[src/rtl/serial_subtractor_if.sv]
// Operand/result bundle for the bit-serial subtractor.
// The master issues start/a/b and observes the result, ser and status outputs.
interface serial_subtractor_if #(
    parameter int unsigned WIDTH = 4
);
    logic             start;
    logic [WIDTH-1:0] a;
    logic [WIDTH-1:0] b;
    logic             busy;
    logic             done;
    logic [WIDTH-1:0] diff;
    logic             bout;
    logic             ser_bit;
    logic             ser_valid;

    modport master (
        output start, a, b,
        input  busy, done, diff, bout, ser_bit, ser_valid
    );

    modport slave (
        input  start, a, b,
        output busy, done, diff, bout, ser_bit, ser_valid
    );
endinterface

[src/rtl/serial_subtractor.sv]
// Bit-serial subtractor: DIFF = A - B, LSB first, one full-subtractor step per clock.
// The borrow is registered between steps; diff/bout are held until the next completion.
module serial_subtractor #(
    parameter int unsigned WIDTH = 4
) (
    input  logic                 clk,
    input  logic                 rst_n,
    serial_subtractor_if.slave   bus
);
    localparam int unsigned CW = (WIDTH > 2) ? $clog2(WIDTH) : 1;
    localparam logic [CW-1:0] LAST = CW'(WIDTH - 1);

    typedef enum logic [1:0] {
        ST_IDLE  = 2'd0,
        ST_SHIFT = 2'd1,
        ST_DONE  = 2'd2
    } state_t;

    state_t           state_q;
    logic [WIDTH-1:0] sa_q;
    logic [WIDTH-1:0] sb_q;
    logic [WIDTH-2:0] res_q;
    logic             br_q;
    logic [CW-1:0]    cnt_q;
    logic             busy_q;
    logic             done_q;
    logic [WIDTH-1:0] diff_q;
    logic             bout_q;

    logic             d_c;
    logic             bn_c;
    logic [WIDTH-1:0] res_full_c;

    // Full subtractor cell on the current LSBs plus the registered borrow.
    always_comb begin
        d_c        = 1'b0;
        bn_c       = 1'b0;
        res_full_c = '0;
        d_c        = sa_q[0] ^ sb_q[0] ^ br_q;
        bn_c       = (~sa_q[0] & sb_q[0]) | (~(sa_q[0] ^ sb_q[0]) & br_q);
        res_full_c = {d_c, res_q};
    end

    always_ff @(posedge clk or negedge rst_n) begin
        if (!rst_n) begin
            state_q <= ST_IDLE;
            sa_q    <= '0;
            sb_q    <= '0;
            res_q   <= '0;
            br_q    <= 1'b0;
            cnt_q   <= '0;
            busy_q  <= 1'b0;
            done_q  <= 1'b0;
            diff_q  <= '0;
            bout_q  <= 1'b0;
        end else begin
            done_q <= 1'b0;
            case (state_q)
                ST_IDLE: begin
                    if (bus.start) begin
                        sa_q    <= bus.a;
                        sb_q    <= bus.b;
                        res_q   <= '0;
                        br_q    <= 1'b0;
                        cnt_q   <= '0;
                        busy_q  <= 1'b1;
                        state_q <= ST_SHIFT;
                    end
                end
                ST_SHIFT: begin
                    sa_q  <= {1'b0, sa_q[WIDTH-1:1]};
                    sb_q  <= {1'b0, sb_q[WIDTH-1:1]};
                    res_q <= res_full_c[WIDTH-1:1];
                    br_q  <= bn_c;
                    cnt_q <= cnt_q + CW'(1);
                    // Last bit: publish the assembled result and the final borrow together.
                    if (cnt_q == LAST) begin
                        diff_q  <= res_full_c;
                        bout_q  <= bn_c;
                        done_q  <= 1'b1;
                        state_q <= ST_DONE;
                    end
                end
                ST_DONE: begin
                    busy_q  <= 1'b0;
                    state_q <= ST_IDLE;
                end
                default: begin
                    busy_q  <= 1'b0;
                    state_q <= ST_IDLE;
                end
            endcase
        end
    end

    assign bus.busy      = busy_q;
    assign bus.done      = done_q;
    assign bus.diff      = diff_q;
    assign bus.bout      = bout_q;
    assign bus.ser_valid = (state_q == ST_SHIFT);
    assign bus.ser_bit   = (state_q == ST_SHIFT) & d_c;
endmodule

[src/flat_wrapper.sv]
// flat-port wrapper written by rule: the top's interface ports become plain ports
module serial_subtractor_flat 
#(
    parameter int unsigned WIDTH = 4
)
  (clk, rst_n, bus_start, bus_a, bus_b, bus_busy, bus_done, bus_diff, bus_bout, bus_ser_bit, bus_ser_valid);
  serial_subtractor_if #(.WIDTH(WIDTH)) bus_i ();
  input  logic clk;
  input  logic rst_n;
  input wire logic [$bits(bus_i.start)-1:0] bus_start;
  input wire logic [$bits(bus_i.a)-1:0] bus_a;
  input wire logic [$bits(bus_i.b)-1:0] bus_b;
  output wire logic [$bits(bus_i.busy)-1:0] bus_busy;
  output wire logic [$bits(bus_i.done)-1:0] bus_done;
  output wire logic [$bits(bus_i.diff)-1:0] bus_diff;
  output wire logic [$bits(bus_i.bout)-1:0] bus_bout;
  output wire logic [$bits(bus_i.ser_bit)-1:0] bus_ser_bit;
  output wire logic [$bits(bus_i.ser_valid)-1:0] bus_ser_valid;
  assign bus_i.start = bus_start;
  assign bus_i.a = bus_a;
  assign bus_i.b = bus_b;
  assign bus_busy = bus_i.busy;
  assign bus_done = bus_i.done;
  assign bus_diff = bus_i.diff;
  assign bus_bout = bus_i.bout;
  assign bus_ser_bit = bus_i.ser_bit;
  assign bus_ser_valid = bus_i.ser_valid;
  serial_subtractor #(.WIDTH(WIDTH)) u_core (.clk(clk), .rst_n(rst_n), .bus(bus_i));
endmodule
[config.mk]
export PLATFORM = sky130hd
export DESIGN_NAME = serial_subtractor_flat
export DESIGN_NICKNAME = d
export VERILOG_FILES = /design/src/rtl/serial_subtractor_if.sv /design/src/rtl/serial_subtractor.sv /design/src/flat_wrapper.sv
export SDC_FILE = /design/constraint.sdc
export NUM_CORES = 1
export LEC_CHECK = 0
export ABC_CLOCK_PERIOD_IN_PS = 3800
export CAP_MARGIN = 20
export CELL_PAD_IN_SITES_DETAIL_PLACEMENT = 2
export CELL_PAD_IN_SITES_GLOBAL_PLACEMENT = 2
export CORE_UTILIZATION = 34
export CTS_CLUSTER_DIAMETER = 200
export DETAILED_ROUTE_END_ITERATION = 10
export PLACE_DENSITY_LB_ADDON = 0.2
export SYNTH_ARGS = -nofsm -noshare
export SYNTH_HDL_FRONTEND = slang
export SYNTH_SLANG_ARGS = --single-unit
export TNS_END_PERCENT = 50
[constraint.sdc]
create_clock -name clk -period 3.8 [get_ports clk]
set_clock_uncertainty 0.2 [all_clocks]
set_input_delay 0.57 -clock clk [delete_from_list [all_inputs] [get_ports clk]]
set_output_delay 0.57 -clock clk [all_outputs]
set_load 0.05 [all_outputs]
# [Yosys cells after proc, flatten, opt, wreduce, memory -nomap -nowiden]
# Cells that the tools add are included.
[word_totals] in_bits=11 output_inout_bits=9 reg_bits=23 word_cells=47
[op_classes] bitwise=9 add_sub_neg=1 n_reduce_logical=6 n_eq_ne=4 muxes=17
[ops] op="$pmux W4 S2" n=2
[ops] op="$mux W4" n=2
[ops] op="$pmux W2 S2" n=2
[ops] op="$reduce_and A2 Y1" n=4
[ops] op="$mux W2" n=3
[ops] op="$pmux W3 S2" n=1
[ops] op="$mux W1" n=4
[ops] op="$pmux W1 S2" n=2
[ops] op="$and A1 B1 Y1" n=3
[ops] op="$mux W3" n=1
[ops] op="$not A1 Y1" n=3
[ops] op="$add A2 B1 Y2 const B" n=1
[ops] op="$eq A2 B1 Y1 const B" n=1
[ops] op="$eq A2 B2 Y1 const B" n=1
[ops] op="$logic_not A2 Y1" n=1
[ops] op="$ne A2 B1 Y1 const B" n=1
[ops] op="$ne A2 B2 Y1 const B" n=1
[ops] op="$reduce_bool A2 Y1" n=1
[ops] op="$xor A1 B1 Y1" n=2
[ops] op="$or A1 B1 Y1" n=1

# [Longest topological paths before layout]
[depth] ltp_word=5 ltp_mapped=6 depth_no_buf=4

# [Worst setup path after synthesis]
# No wires, ideal clock.
[synth_timing] kind="reg-to-output" from="register u_core.sb_q[0]" to="output port bus_ser_bit" required_time_ps=3030 n_path_buf=0 slack_ps=1668 stages_incl_launch_ff=4 arrival_ps=1362 path_cell_list="dfrtp_1 inv_1 fa_1 and2_1"
[synth_between] elab_chain_len=3
[synth_lines] item="from (decl)" line_no="serial_subtractor.sv:21" rtl="logic [WIDTH-1:0] sb_q;"
[synth_lines] item="from (signal assigned)" line_no="serial_subtractor.sv:62" rtl="sb_q <= bus.b;"
[synth_lines] item="from (signal assigned)" line_no="serial_subtractor.sv:72" rtl="sb_q <= {1'b0, sb_q[WIDTH-1:1]};"
[synth_lines] item="$xor A1 B1 Y1 (2 in series)" line_no="serial_subtractor.sv:39" rtl="d_c = sa_q[0] ^ sb_q[0] ^ br_q;"
[synth_lines] item="via u_core.d_c" line_no="serial_subtractor.sv:30" rtl="logic d_c;"
[synth_lines] item="$and A1 B1 Y1" line_no="serial_subtractor.sv:101" rtl="assign bus.ser_bit = (state_q == ST_SHIFT) & d_c;"
[synth_lines] item="to (decl)" line_no="flat_wrapper.sv:17" rtl="output wire logic [$bits(bus_i.ser_bit)-1:0] bus_ser_bit;"
# The timed path passes the listed nets, and every way through them passes these cells.

# [Worst setup path after layout]
[layout_timing] from="register u_core.state_q[0]" to="output port bus_ser_bit"
[layout_between] elab_chain_len=2
[layout_lines] item="from (decl)" line_no="serial_subtractor.sv:19" rtl="state_t state_q;"
[layout_lines] item="from (signal assigned)" line_no="serial_subtractor.sv:46" rtl="state_q <= ST_IDLE;"
[layout_lines] item="from (signal assigned)" line_no="serial_subtractor.sv:67" rtl="state_q <= ST_SHIFT;"
[layout_lines] item="from (signal assigned)" line_no="serial_subtractor.sv:81" rtl="state_q <= ST_DONE;"
[layout_lines] item="$eq A2 B1 Y1" line_no="serial_subtractor.sv:101"
[layout_lines] item="$and A1 B1 Y1" line_no="serial_subtractor.sv:101"
# No other way between the ends.

==> results.md <==
- Status: complete, no violations
- Max Cap Violations: 0
- Worst hold slack: 0.3065 ns
- CTS tree: done
- FF/Latch Area: 575.6 um2
- HP Start: u_core.bus.bout
- RSZ-0062 raised after global routing: no
- First-pass iteration count of the detailed router: 2
- Initial antenna violation count: 0
- TritonCTS Buffers: 3
- Worst EP arrival: between 2 and 2.5 ns
- Critical-path maximum fanout: 10
- Most frequent cells after synthesis: dfrtp_1 (23), o22ai_1 (10), inv_1 (7), a21oi_1 (6), o21ai_0 (6)
- Global-route wire length before repair: ~3900 um
- Layout cell share with drive strength beyond 1: between 6 and 7%
- Number of synthesized flops with an enable pin: 0
- CTS Hold Bufs: 0
- Vias: a little over 700
- Dominant synthesized flop cell: dfrtp_1
- Post-synthesis register bit count: 23
- Cells after synthesis: 84
- 1st-iter DRT viols: 17
- Initial Util: between 30% and 40%
- Power per cell area: 914.1 mW/mm2
- I/O pins: 20
- Post CTS Setup Buffer Count: 0
- Slew margin rel.: around two thirds
- Antenna Nets Post-Route: 0
- Worst Hold Class: flip-flop to flip-flop
- Clk_lat worst skew: 0.31 ns
- Row cnt: 19
- Yosys cell types: 24
- Die H: approximately 56 um
- Clock-pin slew on the worst setup and hold paths: approximately 0.13 ns
- Die width: around 56 um
- Crit end category: primary output
- Total wire length: around 2200 um
- # fillers: 299
- Worst Setup SP: u_core.state_q[0]
- Fmax: 325.0 MHz
- Resize count post-CTS: 0
- VDD IR max: 475.3 uV
- Seq/Total Area, Yosys: slightly below 60%
- Synth area leaders: dfrtp_1 (58%), o22ai_1 (6.3%), mux2_1 (4.6%)
- Most common cell in the netlist: dfrtp_1
- WP data required: about 3 ns
- Net count, final: roughly 120
- Leakage: about 0.57 nW
- Max Root-Sink Buffers: 2
- Final Hold Viols: 0
- Min Tclk post-route: between 3 and 4 ns
- Drt wl/cell: 15.93 um
- WS Path Type: flip-flop to primary output
- Worst R2R Start: u_core.state_q[1]
- IO buf count: 19
- Htree depth: 1
- Slew Viols, Final: 0
- Via density per instance: around 5.3
- Synth top area share: between 50 and 60%
- Async SR Flop Fraction: 100.0%
- Multi-input logic area: 351.6 um2
- Die Area: between 0.003 and 0.004 mm2
- Syn_area_per_cell: around 12 um2
- Synth warn: 0
- Slew @ Worst Pin: roughly 0.51 ns
- Setup TNS: 0 ns
- Critical path startpoint category: flip-flop
- Post-route DRC: 0
- Largest net degree at the start of global routing: 24
- Final GP Congestion: about 0.74
- Root buf cell: clkbuf_4
- Synth Cell Area: ~990 um2
- Final Cycle Share: 80.96%
- GRT Resource Usage Total: between 15 and 20%
- Final setup violation count: 0
- Diode count: 0
- Synthesized Nets: 97
- Yosys top cell by area: dfrtp_1
- Total core area: roughly 0.0028 mm2
- Layout area overhead: 24.49%
- Sink Count: 23
- DP HPWL: approximately 1500 um
- Total gr overflow: 0
- Vias in the first global route: ~800
-- cell type report --
cell class	instances	area share (%)
tap	31	3.160
inverter	8	2.446
sequential	23	46.89
timing repair buffer	20	16.72
multi-input combinational	49	28.64
clock buffer	4	2.141
-- cell usage in the layout (no fill, tap or decap) --
| master | instances |
|---|---|
| a21oi_1 | 6 |
| clkdlybuf4s50_1 | 19 |
| nand2b_1 | 4 |
| o21ai_0 | 6 |
| a2bb2oi_1 | 1 |
| nor2_1 | 2 |
| o21bai_1 | 1 |
| o221a_2 | 1 |
| nand2_1 | 4 |
| fa_1 | 1 |
| buf_8 | 1 |
| or4b_1 | 1 |
| nand3b_4 | 1 |
| nor2b_1 | 1 |
| inv_1 | 7 |
| and2_1 | 1 |
| a22o_1 | 3 |
| clkbuf_1 | 1 |
| a21o_1 | 1 |
| mux2_1 | 4 |
| inv_2 | 1 |
| clkbuf_4 | 3 |
| ha_1 | 1 |
| dfrtp_1 | 23 |
| o22ai_1 | 10 |
-- worst paths after layout --
path	endpoint	slack (ns)	cells after the start
setup reg to reg	u_core.res_q[2]	2.17	4
min in group asynchronous	u_core.state_q[0]	0.36	1
hold reg to reg	u_core.bus.bout	0.31	2
setup / recovery	bus_ser_bit	0.72	4
max in group asynchronous	u_core.bus.bout	2.57	2
hold / removal	u_core.bus.bout	0.31	2
-- logic make-up after synthesis --
family	after synthesis	synth area share [%]
AO/OA/AOI/OAI	29	18.66
adder cells (fa/ha/maj)	2	3.299
buffers and inverters	12	5.965
flip-flops	23	58.38
multiplexers	4	4.568
AND/OR/NAND/NOR	14	9.137
-- state kept, by name, summed over array words and instances, names as in the netlist --
name,flops
u_core.bus.done,1
u_core.bus.busy,1
u_core.sa_q,4
u_core.cnt_q,2
u_core.bus.diff,4
u_core.sb_q,4
u_core.state_q,2
u_core.br_q,1
u_core.res_q,3
u_core.bus.bout,1
-- worst max-delay path, stage by stage, from the launching register on --
cell             delay [ns]
dfrtp_1                0.58
nand2b_1               0.28
inv_2                  0.16
and2_1                 0.17
clkdlybuf4s50_1        0.81
-- where the power goes --
part | switching (mW) | internal (mW) | leakage (nW)
registers | 0.0834 | 0.352 | 0.284
clock network | 0.0725 | 0.0409 | 0.0150
logic | 0.348 | 0.226 | 0.270
total | 0.504 | 0.618 | 0.570
-- through the flow --
step	power [mW]	setup slack [ns]	cells	area (um2)	utilization (%)
finish	1.122	0.7233	135	1227	44.51
global route	1.209	0.5713	135	1227	44.51
CTS	1.142	0.6837	134	1212	43.97
detailed placement	1.020	1.072	130	1186	43.01
global placement	1.000	1.129	130	1186	43.01
floorplan	0.8466	1.668	84	985.9	-
-- metal layers --
metal	GRT usage, %	part of all wire (%)
met2	25.99	49
met4	7.317	0.79
met3	3.023	2.6
met5	0	0
met1	21.86	47
(Power assumes the default switching activity.)
